### src/rtl/dmem_arbiter.sv
// Two-port (CPU + debug/loader) arbiter in front of a single-port synchronous data memory.
// Grants are combinational in the request cycle. Every grant gets exactly one response
// on the granted port in the next cycle. Contended cycles are counted in a saturating counter.
module dmem_arbiter #(
    parameter int ADDR_WIDTH = 11,
    parameter int CNT_WIDTH  = 16
) (
    input  logic                  clk,
    input  logic                  reset,
    // CPU port
    input  logic                  cpu_req,
    input  logic                  cpu_we,
    input  logic [31:0]           cpu_addr,
    input  logic [31:0]           cpu_wdata,
    input  logic [3:0]            cpu_be,
    output logic                  cpu_gnt,
    output logic                  cpu_stall,
    output logic                  cpu_rvalid,
    output logic                  cpu_err,
    output logic [31:0]           cpu_rdata,
    // debug / loader port
    input  logic                  dbg_req,
    input  logic                  dbg_we,
    input  logic [31:0]           dbg_addr,
    input  logic [31:0]           dbg_wdata,
    input  logic [3:0]            dbg_be,
    output logic                  dbg_gnt,
    output logic                  dbg_rvalid,
    output logic                  dbg_err,
    output logic [31:0]           dbg_rdata,
    // memory side
    output logic                  mem_en,
    output logic                  mem_we,
    output logic [ADDR_WIDTH-1:0] mem_addr,
    output logic [31:0]           mem_wdata,
    output logic [3:0]            mem_be,
    input  logic [31:0]           mem_rdata,
    // statistics
    output logic [CNT_WIDTH-1:0]  conflict_cnt
);

    typedef enum logic { IDLE = 1'b0, RESP = 1'b1 } state_t;
    typedef enum logic { PORT_CPU = 1'b0, PORT_DBG = 1'b1 } port_t;

    state_t               state;
    port_t                last_grant;
    port_t                rsp_port;   // port owed the pending response
    logic                 rsp_err;    // pending response is for an illegal access
    logic                 rsp_rd;     // pending response is for a read
    logic [CNT_WIDTH-1:0] cnt_q;

    logic        any_gnt;
    logic        sel_we;
    logic [31:0] sel_addr;
    logic [31:0] sel_wdata;
    logic [3:0]  sel_be;
    logic        legal;
    logic        rsp_live;
    logic [31:0] rsp_data;

    // Arbitration: a lone requester wins at once; on contention the port that did not
    // win last time goes first, so a loser waits at most one cycle.
    always_comb begin
        cpu_gnt = ~reset & cpu_req & (~dbg_req | (last_grant == PORT_DBG));
        dbg_gnt = ~reset & dbg_req & ~cpu_gnt;
        any_gnt = cpu_gnt | dbg_gnt;
    end

    assign cpu_stall = ~reset & cpu_req & ~cpu_gnt;

    // Winner mux and legality check: word aligned and inside the memory window.
    always_comb begin
        sel_we    = dbg_gnt ? dbg_we    : cpu_we;
        sel_addr  = dbg_gnt ? dbg_addr  : cpu_addr;
        sel_wdata = dbg_gnt ? dbg_wdata : cpu_wdata;
        sel_be    = dbg_gnt ? dbg_be    : cpu_be;
        legal     = (sel_addr[1:0] == 2'b00) && ((sel_addr >> (ADDR_WIDTH + 2)) == 32'd0);
    end

    // Memory strobes; illegal grants never reach memory and idle buses are held at zero.
    always_comb begin
        mem_en    = any_gnt & legal;
        mem_we    = mem_en & sel_we;
        mem_addr  = mem_en ? sel_addr[ADDR_WIDTH+1:2] : '0;
        mem_wdata = mem_en ? sel_wdata : 32'd0;
        mem_be    = mem_en ? sel_be : 4'd0;
    end

    // Response pipeline: record who was granted and what kind of access it was,
    // so a grant in the response cycle cannot disturb the response being returned.
    always_ff @(posedge clk) begin
        if (reset) begin
            state      <= IDLE;
            last_grant <= PORT_DBG;
            rsp_port   <= PORT_CPU;
            rsp_err    <= 1'b0;
            rsp_rd     <= 1'b0;
        end else if (any_gnt) begin
            state      <= RESP;
            last_grant <= dbg_gnt ? PORT_DBG : PORT_CPU;
            rsp_port   <= dbg_gnt ? PORT_DBG : PORT_CPU;
            rsp_err    <= ~legal;
            rsp_rd     <= ~sel_we;
        end else begin
            state      <= IDLE;
        end
    end

    // Saturating count of cycles in which both ports requested.
    always_ff @(posedge clk) begin
        if (reset)
            cnt_q <= '0;
        else if (cpu_req && dbg_req && (cnt_q != {CNT_WIDTH{1'b1}}))
            cnt_q <= cnt_q + 1'b1;
    end

    assign conflict_cnt = reset ? '0 : cnt_q;

    // Response steering; reset masks any response that was pending when it arrived.
    always_comb begin
        rsp_live   = (state == RESP) & ~reset;
        rsp_data   = (rsp_rd & ~rsp_err) ? mem_rdata : 32'd0;
        cpu_rvalid = rsp_live & (rsp_port == PORT_CPU);
        dbg_rvalid = rsp_live & (rsp_port == PORT_DBG);
        cpu_err    = cpu_rvalid & rsp_err;
        dbg_err    = dbg_rvalid & rsp_err;
        cpu_rdata  = cpu_rvalid ? rsp_data : 32'd0;
        dbg_rdata  = dbg_rvalid ? rsp_data : 32'd0;
    end

endmodule

### config.mk
export PLATFORM = sky130hd
export DESIGN_NAME = dmem_arbiter
export DESIGN_NICKNAME = d
export VERILOG_FILES = /design/src/rtl/dmem_arbiter.sv
export SDC_FILE = /design/constraint.sdc
export NUM_CORES = 1
export LEC_CHECK = 0
export ABC_AREA = 1
export BUFFER_PORTS_ARGS = -buffer_cell sky130_fd_sc_hd__buf_2
export CORE_AREA = 2 2 119 121
export CTS_BUF_LIST = sky130_fd_sc_hd__clkbuf_4
export DETAILED_ROUTE_END_ITERATION = 7
export DIE_AREA = 0 0 121 123
export RECOVER_POWER = 100
export SETUP_SLACK_MARGIN = 0.1
export SKIP_CTS_REPAIR_TIMING = 1
export SLEW_MARGIN = 5
export SYNTH_ARGS = -nofsm -noshare
export SYNTH_HDL_FRONTEND = slang
export SYNTH_SLANG_ARGS = --single-unit
### constraint.sdc
create_clock -name clk -period 2.5 [get_ports clk]
set_clock_uncertainty 0.15 [all_clocks]
set_input_delay 0.25 -clock clk [delete_from_list [all_inputs] [get_ports clk]]
set_output_delay 0.25 -clock clk [all_outputs]
set_load 0.005 [all_outputs]
# Yosys cells after proc, flatten, opt, wreduce, memory -nomap -nowiden
# Index checks and enable logic that the tools add are counted.
[word_totals] ff_bits=21 inputBits=174 output_inout_bits=136 wordCells=48
[op_classes] add_sub_neg=1 eq_ne=1 mux=13 bitwise=22 n_reduce_logical=5
[ops] op="$mux W32" count=6
[ops] op="$logic_not A32 Y1" count=1
[ops] op="$add A16 B1 Y16 const B" count=1
[ops] op="$mux W16" count=1
[ops] op="$ne A16 B16 Y1 const B" count=1
[ops] op="$and A1 B1 Y1" count=13
[ops] op="$mux W11" count=1
[ops] op="$mux W4" count=2
[ops] op="$not A1 Y1" count=7
[ops] op="$logic_and A1 B1 Y1" count=3
[ops] op="$mux W1" count=3
[ops] op="$logic_not A2 Y1" count=1
[ops] op="$or A1 B1 Y1" count=2

# Depth between registers and ports, before layout
# Gate-level depths: netlist of the first run.
[logic_depth] ltp_word=10 ltp_mapped=11 depth_no_buf=10

# Worst setup path before layout of the first run
# OpenSTA, ideal clock, no wires.
[synth_timing] path_type="flip-flop to output port" from="register last_grant" to="output mem_be[1]" arrival_time_ns=1.321 t_required_ns=2.100 setup_slack_ns=0.779 stages_incl_launch_ff=12 n_path_buf=2 path_cell_list="dfxtp_1 > inv_1 > nand2_1 > nand3_1 > inv_2 > nor2_2 > nand2_1 > nor2_2 > nor2_1 > buf_4 > buf_6 > nor2_1"
[synth_between] elab_chain_len=9 elab_cells_between_ends=12 classes_between="mux (3); bitwise (6); reduce/logical (3)"
[synth_lines] item="start: declaration" line="46" rtl="port_t last_grant;"
[synth_lines] item="start signal: assignment" line="100" rtl="last_grant <= dbg_gnt ? PORT_DBG : PORT_CPU;"
[synth_lines] item="$or A1 B1 Y1 *" line="64" rtl="cpu_gnt = ~reset & cpu_req & (~dbg_req | (last_grant == PORT_DBG));"
[synth_lines] item="$and A1 B1 Y1 *" line="64"
[synth_lines] item="via cpu_gnt" line="16" rtl="output logic cpu_gnt,"
[synth_lines] item="$not A1 Y1" line="65" rtl="dbg_gnt = ~reset & dbg_req & ~cpu_gnt;"
[synth_lines] item="$and A1 B1 Y1" line="65"
[synth_lines] item="$mux W32" line="74" rtl="sel_addr = dbg_gnt ? dbg_addr : cpu_addr;"
[synth_lines] item="$logic_not A32 Y1 or $logic_not A2 Y1 (tied branches)" line="77" rtl="legal = (sel_addr[1:0] == 2'b00) && ((sel_addr >> (ADDR_WIDTH + 2)) == 32'd0);"
[synth_lines] item="$logic_and A1 B1 Y1" line="77"
[synth_lines] item="$and A1 B1 Y1" line="82" rtl="mem_en = any_gnt & legal;"
[synth_lines] item="$mux W4 *" line="86" rtl="mem_be = mem_en ? sel_be : 4'd0;"
[synth_lines] item="end: declaration" line="36" rtl="output logic [3:0] mem_be,"
# The timed path passes the listed nets; every way through them passes the cells marked *.

# Final worst setup path of the first run
[layout_timing] from="register last_grant" to="output mem_wdata[5]"
[layout_between] elab_chain_len=9 elab_cells_between_ends=12 classes_between="mux (3); bitwise (6); reduce/logical (3)"
[layout_lines] item="$or A1 B1 Y1 *" line="64"
[layout_lines] item="$and A1 B1 Y1 *" line="64"
[layout_lines] item="$not A1 Y1" line="65"
[layout_lines] item="$and A1 B1 Y1" line="65"
[layout_lines] item="$mux W32" line="74"
[layout_lines] item="$logic_not A32 Y1 or $logic_not A2 Y1 (tied branches)" line="77"
[layout_lines] item="$logic_and A1 B1 Y1" line="77"
[layout_lines] item="$and A1 B1 Y1" line="82"
[layout_lines] item="$mux W32 *" line="85" rtl="mem_wdata = mem_en ? sel_wdata : 32'd0;"
[layout_lines] item="end: declaration" line="35" rtl="output logic [31:0] mem_wdata,"
# Mark *: on every way between the ends. The rest lies on a longest branch, timed or not.

==> results of run 1 <==
[final timing paths]
check	to	cells past startpoint	slack (ns)
worst max register to register	cnt_q[14]	9	0.37
worst min-delay path	last_grant	2	0.05
worst min register to register	last_grant	2	0.34
worst max-delay path	mem_wdata[5]	10	0.18
[layout by cell type, fill, tap and decap left out]
| cell | count |
|---|---|
| clkinv_1 | 8 |
| clkbuf_4 | 4 |
| nand3_2 | 2 |
| nand2_4 | 1 |
| buf_12 | 3 |
| o21ai_0 | 6 |
| or2_2 | 1 |
| nor3_4 | 1 |
| buf_4 | 7 |
| nor2_2 | 7 |
| nor3_1 | 67 |
| ha_1 | 1 |
| nand2_2 | 1 |
| a21oi_1 | 14 |
| o211ai_1 | 1 |
| nand4_1 | 6 |
| dfxtp_1 | 21 |
| clkbuf_2 | 16 |
| nor2_1 | 113 |
| nor2_4 | 3 |
| nand2_1 | 217 |
| inv_1 | 101 |
| nand3_1 | 8 |
| xor2_1 | 4 |
| nor3b_1 | 1 |
| buf_2 | 186 |
| buf_1 | 1 |
| o21ai_1 | 1 |
| inv_2 | 1 |
| clkbuf_1 | 111 |
[synth_stat cells]
library cell and n:
buf_2 8, inv_2 2, nor3_1 68, o211ai_1 1
ha_1 1, a21oi_1 14, o21ai_1 1, nand3_1 10
or2_2 1, buf_4 2, clkinv_1 8, nor2_2 11
nor2_1 112, nor3b_1 1, o21ai_0 6, xor2_1 4
inv_1 100, clkbuf_1 17, buf_6 2, buf_1 4
nand2_1 218, nand4_1 6, nand2_2 1, dfxtp_1 21
[power by group through the flow]
stage / clock network [µW] / logic, µW / registers, µW
after global placement: 0 / 409 / 356
after floorplan: 0 / 208 / 355
after global routing: 204 / 470 / 351
after CTS: 184 / 411 / 349
final: 179 / 407 / 350
after detailed placement: 0 / 410 / 357
[worst max-delay path, cell delays in order, from the launching register on]
cell	delay, ns
dfxtp_1	0.32
inv_1	0.04
nand2_1	0.10
nand3_2	0.10
inv_2	0.12
nand2_1	0.10
nor3_4	0.25
nor2_4	0.06
buf_12	0.17
nor2_1	0.18
clkbuf_1	0.13
[through the flow]
stage | utilization | hold WS, ns | total power (µW) | std cells
finish | 0.337 | 0.0493 | 936 | 1094
global placement | 0.342 | 0.322 | 765 | 1087
CTS | 0.344 | 0.0441 | 944 | 1091
detailed placement | 0.342 | 0.328 | 766 | 1087
global route | 0.337 | 0.0417 | 1030 | 1094
floorplan | - | 0.229 | 563 | 619
[routing by layer]
layer  share of wire  vias up  GRT usage
li1                -     2430          -
met1            0.41     1886      0.179
met2            0.49      197      0.261
met3           0.085       12     0.0272
met4          0.0073        0     0.0203
met5               0        -          0
[kinds of logic after synthesis]
group	Yosys count	synth area share
and+or+nand+nor	428	0.604
buffers and inverters	143	0.196
AOI/OAI and AO/OA	22	0.0388
DFF	21	0.145
xor gates and xnor gates	4	0.0121
adders and majority gates	1	0.00431
[area by class of cell]
class / instances / area, µm²
multi-input cells: 455 / 1960
flip-flops and latches: 21 / 420
clock buffers: 4 / 30.0
fillers: 1700 / 9020
inverters: 110 / 413
repair buffers: 324 / 1540
well taps: 180 / 225
[sequential cells by signal, indices dropped and copies added (netlist names)]
signal,count
last_grant,1
rsp_port,1
state,1
rsp_err,1
cnt_q,16
rsp_rd,1
==> out/metrics.csv, run 1 <==
metric,value,unit
sw frac,0.361,
R2R Path Start,cnt_q[1],
Synth Instances,619,
DIE AREA,14900,µm²
Critical path origin,last_grant,
final setup fails,0,
Max Fclk,432,MHz
die height,123,µm
max-slew violations,0,
gp weighted congestion,0.813,
Mapped Avg Cell Area,4.69,µm²
setup TNS,0,ns
WS Path Type,flip-flop to output port,
min cycle time layout,2.32,ns
synth warn,0,
CTS buffer count,3,
htree depth,1,
Iteration-0 DRC Markers,200,
"flops & latches, synth",21,
Initial Util,0.213,
Hold/Removal Path Class,input port to flip-flop,
Final nets,1090,
WL final,12100,µm
sw power,338,µW
area grow syn2layout,58.0,%
"top cells by area, synth","nand2_1 28%, dfxtp_1 14%, nor2_1 14%, inv_1 13%, nor3_1 12%",
largest net degree at the start of global routing,50,
Power Internal,599,µW
grt ovf,0,
Peak VDD IR,0.000144,V
count of different cell masters after synthesis,24,
pwr/cell area,204,nW/µm²
Clock Sinks,21,
outcome,finished clean,
row cnt,43,
CTS tree,yes,
Leak,0.00251,µW
Vias/cell,4.14,
first-pass GRT wire length,17600,µm
Logic pwr share,0.435,
Yosys top cell by area,nand2_1,
Worst Path Arrival,1.92,ns
Worst-Margin Slew,0.433,ns
Core ar.,13600,µm²
layout cells sized above 1,0.255,
initial antenna violation count,0,
final worst setup slack,0.183,ns
IO Pins,310,
Die Width,121,µm
DRT Pass-1 Iters,6,
Seq pwr share,0.373,
Max Fanout on Critical Path,37,
top cell type's share of synthesized area,0.282,
vias in the first global route,3786,
CTS Buffer Depth,2,
critical path launch point type,flip-flop,
Final Hold Fails,0,
Detail Placement HPWL,10000,µm
Port Buf Inserts,309,
RSZ-0062 raised after global routing,yes,
pre-CTS worst setup slack,0.140,ns
clock share of power,0.192,
root buffer cell,clkbuf_4,
Avg WL per Cell,11.1,µm
Worst EP required,2.10,ns
Residual DRC,0,
Final ANT Viol Nets,0,
hold_sp,cpu_req,
Max Cap Viol,0,
register area share after synthesis,0.145,
worst skew pair latency,0.31,ns
Mapped Nets,794,
placed cell area,4660,µm²
vias post-DR,4525,
CP endpoint kind,output port,
final period utilization,0.927,
diode count,0,
"Reg clk slew, reported paths",0.11,ns
Finished Cell Area,4590,µm²
Netlist Area Pre-Place,2910,µm²
Max transition margin,0.711,
Tot GR Track Use,0.143,
Power figures use the tool's default switching activity.
==> run 2: changes to the inputs <==
--- a/config.mk
+++ b/config.mk
@@ -7,10 +7,10 @@
 export LEC_CHECK = 0
 export ABC_AREA = 1
 export BUFFER_PORTS_ARGS = -buffer_cell sky130_fd_sc_hd__buf_2
-export CORE_AREA = 2 2 119 121
+export CORE_AREA = 8 8 116 118
 export CTS_BUF_LIST = sky130_fd_sc_hd__clkbuf_4
 export DETAILED_ROUTE_END_ITERATION = 7
-export DIE_AREA = 0 0 121 123
+export DIE_AREA = 0 0 124 126
 export RECOVER_POWER = 100
 export SETUP_SLACK_MARGIN = 0.1
 export SKIP_CTS_REPAIR_TIMING = 1
==> run 2 against run 1 <==
  * Design area did not move
  * Largest cell class unchanged
  * Highest routed layer is now met5
  * First-iteration DRC count rose by 21%
  * Global-route usage rose by 2.7 points
  * Critical path type unchanged
  * Sequential share of layout area did not move
  * Sequential power barely moved
==> out/metrics.csv, run 2 (synthesized netlist as in run 1, its figures left out) <==
metric,value,unit
Final nets,1094,
Hold/Removal Path Class,input port to flip-flop,
IO Pins,310,
Max Fanout on Critical Path,50,
vias post-DR,4530,
vias in the first global route,4117,
area grow syn2layout,58.0,%
CTS tree,yes,
row cnt,40,
first-pass GRT wire length,21500,µm
Leak,0.00249,µW
grt ovf,0,
layout cells sized above 1,0.256,
WS Path Type,flip-flop to output port,
Clock Sinks,21,
Final Hold Fails,0,
min cycle time layout,2.30,ns
htree depth,1,
outcome,finished clean,
Buf/Inv on CP,3,
RSZ-0062 raised after global routing,yes,
initial antenna violation count,1,
Die Width,124,µm
DRT Pass-1 Iters,6,
max FFs per register,16,
FF+latch area,420,µm²
Worst path slowest cell,clkbuf_4,
Multi-input gate area,1960,µm²
largest net degree at the start of global routing,51,
placed cell area,4600,µm²
cell count after placement,1052,
Worst EP required,2.10,ns
final cell count without fillers,1065,
"commonest non-fill, non-tap cell in the layout",nand2_1,
Crit path max-delay family,buffers and inverters,
"Reg clk slew, reported paths",0.14,ns
Core ar.,11700,µm²
Residual DRC,0,
Final ANT Viol Nets,0,
DIE AREA,15600,µm²
Peak VDD IR,0.000160,V
Max Cap Viol,0,
CP cell instances,inv_1 > nand2_2 > clkbuf_4 > nor3_1 > clkbuf_1,
# fillers,1428,
worst skew pair latency,0.32,ns
Detail Placement HPWL,12300,µm
pwr/cell area,208,nW/µm²
CP endpoint kind,output port,
gp weighted congestion,0.875,
Initial Util,0.248,
diode count,0,
Iteration-0 DRC Markers,242,
final setup fails,0,
root buffer cell,clkbuf_4,
Vias/cell,4.25,
die height,126,µm
Finished Cell Area,4590,µm²
critical path launch point type,flip-flop,
Avg WL per Cell,14.1,µm
WL final,15000,µm
Critical Path Max Stage Delay,0.41,ns
Tot GR Track Use,0.170,
Worst Path Arrival,1.90,ns
Max Fclk,435,MHz
CTS buffer count,3,
Top reg by flops,cnt_q,
max-slew violations,0,
most frequent cells in the layout,"217 x nand2_1, 189 x buf_2, 115 x clkbuf_1",
Max transition margin,0.600,
CTS Buffer Depth,2,
final period utilization,0.919,
Worst-Margin Slew,0.600,ns
Port Buf Inserts,309,
setup TNS,0,ns
-- run 2: changes by cell type in the layout (fill, tap and decap cells not counted), moves of 2 or more --
cell and delta:
buf_4 +2, nor2_1 -2, buf_2 +3, clkbuf_2 -10
nor2_2 +2, clkinvlp_4 +2, clkbuf_1 +4
-- run 2: worst reg2reg max path, stage by stage, from the launching register on --
cell	delay, ns
dfxtp_1	0.46
ha_1	0.25
nand2_1	0.09
nor2_1	0.17
nand2_1	0.13
nor2_1	0.16
nor2_2	0.05
inv_1	0.14
clkbuf_2	0.27
nand2_1	0.08
a21oi_1	0.12
-- run 2: report_power, final --
group | switching [µW] | internal, µW
combinational | 239 | 181
sequential | 6.10 | 344
clock | 123 | 61.1
-- run 2: through the flow --
| step | power [µW] | setup WS (ns) | util | hold WS [ns] |
|---|---|---|---|---|
| detailed placement | 772 | 0.329 | 0.393 | 0.340 |
| global placement | 772 | 0.354 | 0.393 | 0.334 |
| finish | 955 | 0.204 | 0.392 | 0.0506 |
| floorplan | 563 | 0.779 | - | 0.229 |
| CTS | 953 | 0.0661 | 0.395 | 0.0374 |
| global route | 1040 | 0.0429 | 0.392 | 0.0337 |
-- run 2: layout make-up --
class | count | area share
Multi-Input combinational cell | 455 | 0.428
Timing Repair Buffer | 327 | 0.342
Sequential cell | 21 | 0.0916
Inverter | 110 | 0.0908
Tap cell | 147 | 0.0401
Clock buffer | 3 | 0.00491
Clock inverter | 1 | 0.00164
Timing Repair inverter | 1 | 0.00109
-- run 2: final timing paths --
path,slack (ns),from,depth (start not counted),endpoint
setup / recovery,0.20,rsp_err,5,dbg_rdata[11]
hold / removal,0.05,cpu_req,2,last_grant
setup reg to reg,0.37,cnt_q[1],10,cnt_q[9]
hold reg to reg,0.36,last_grant,2,last_grant
-- run 2: routing by layer --
metal	up-vias	share of wire	GRT usage
li1	2443	-	-
met1	1882	0.38	0.193
met2	195	0.51	0.312
met3	8	0.11	0.0465
met4	2	0.0080	0.0217
met5	-	0.00073	0
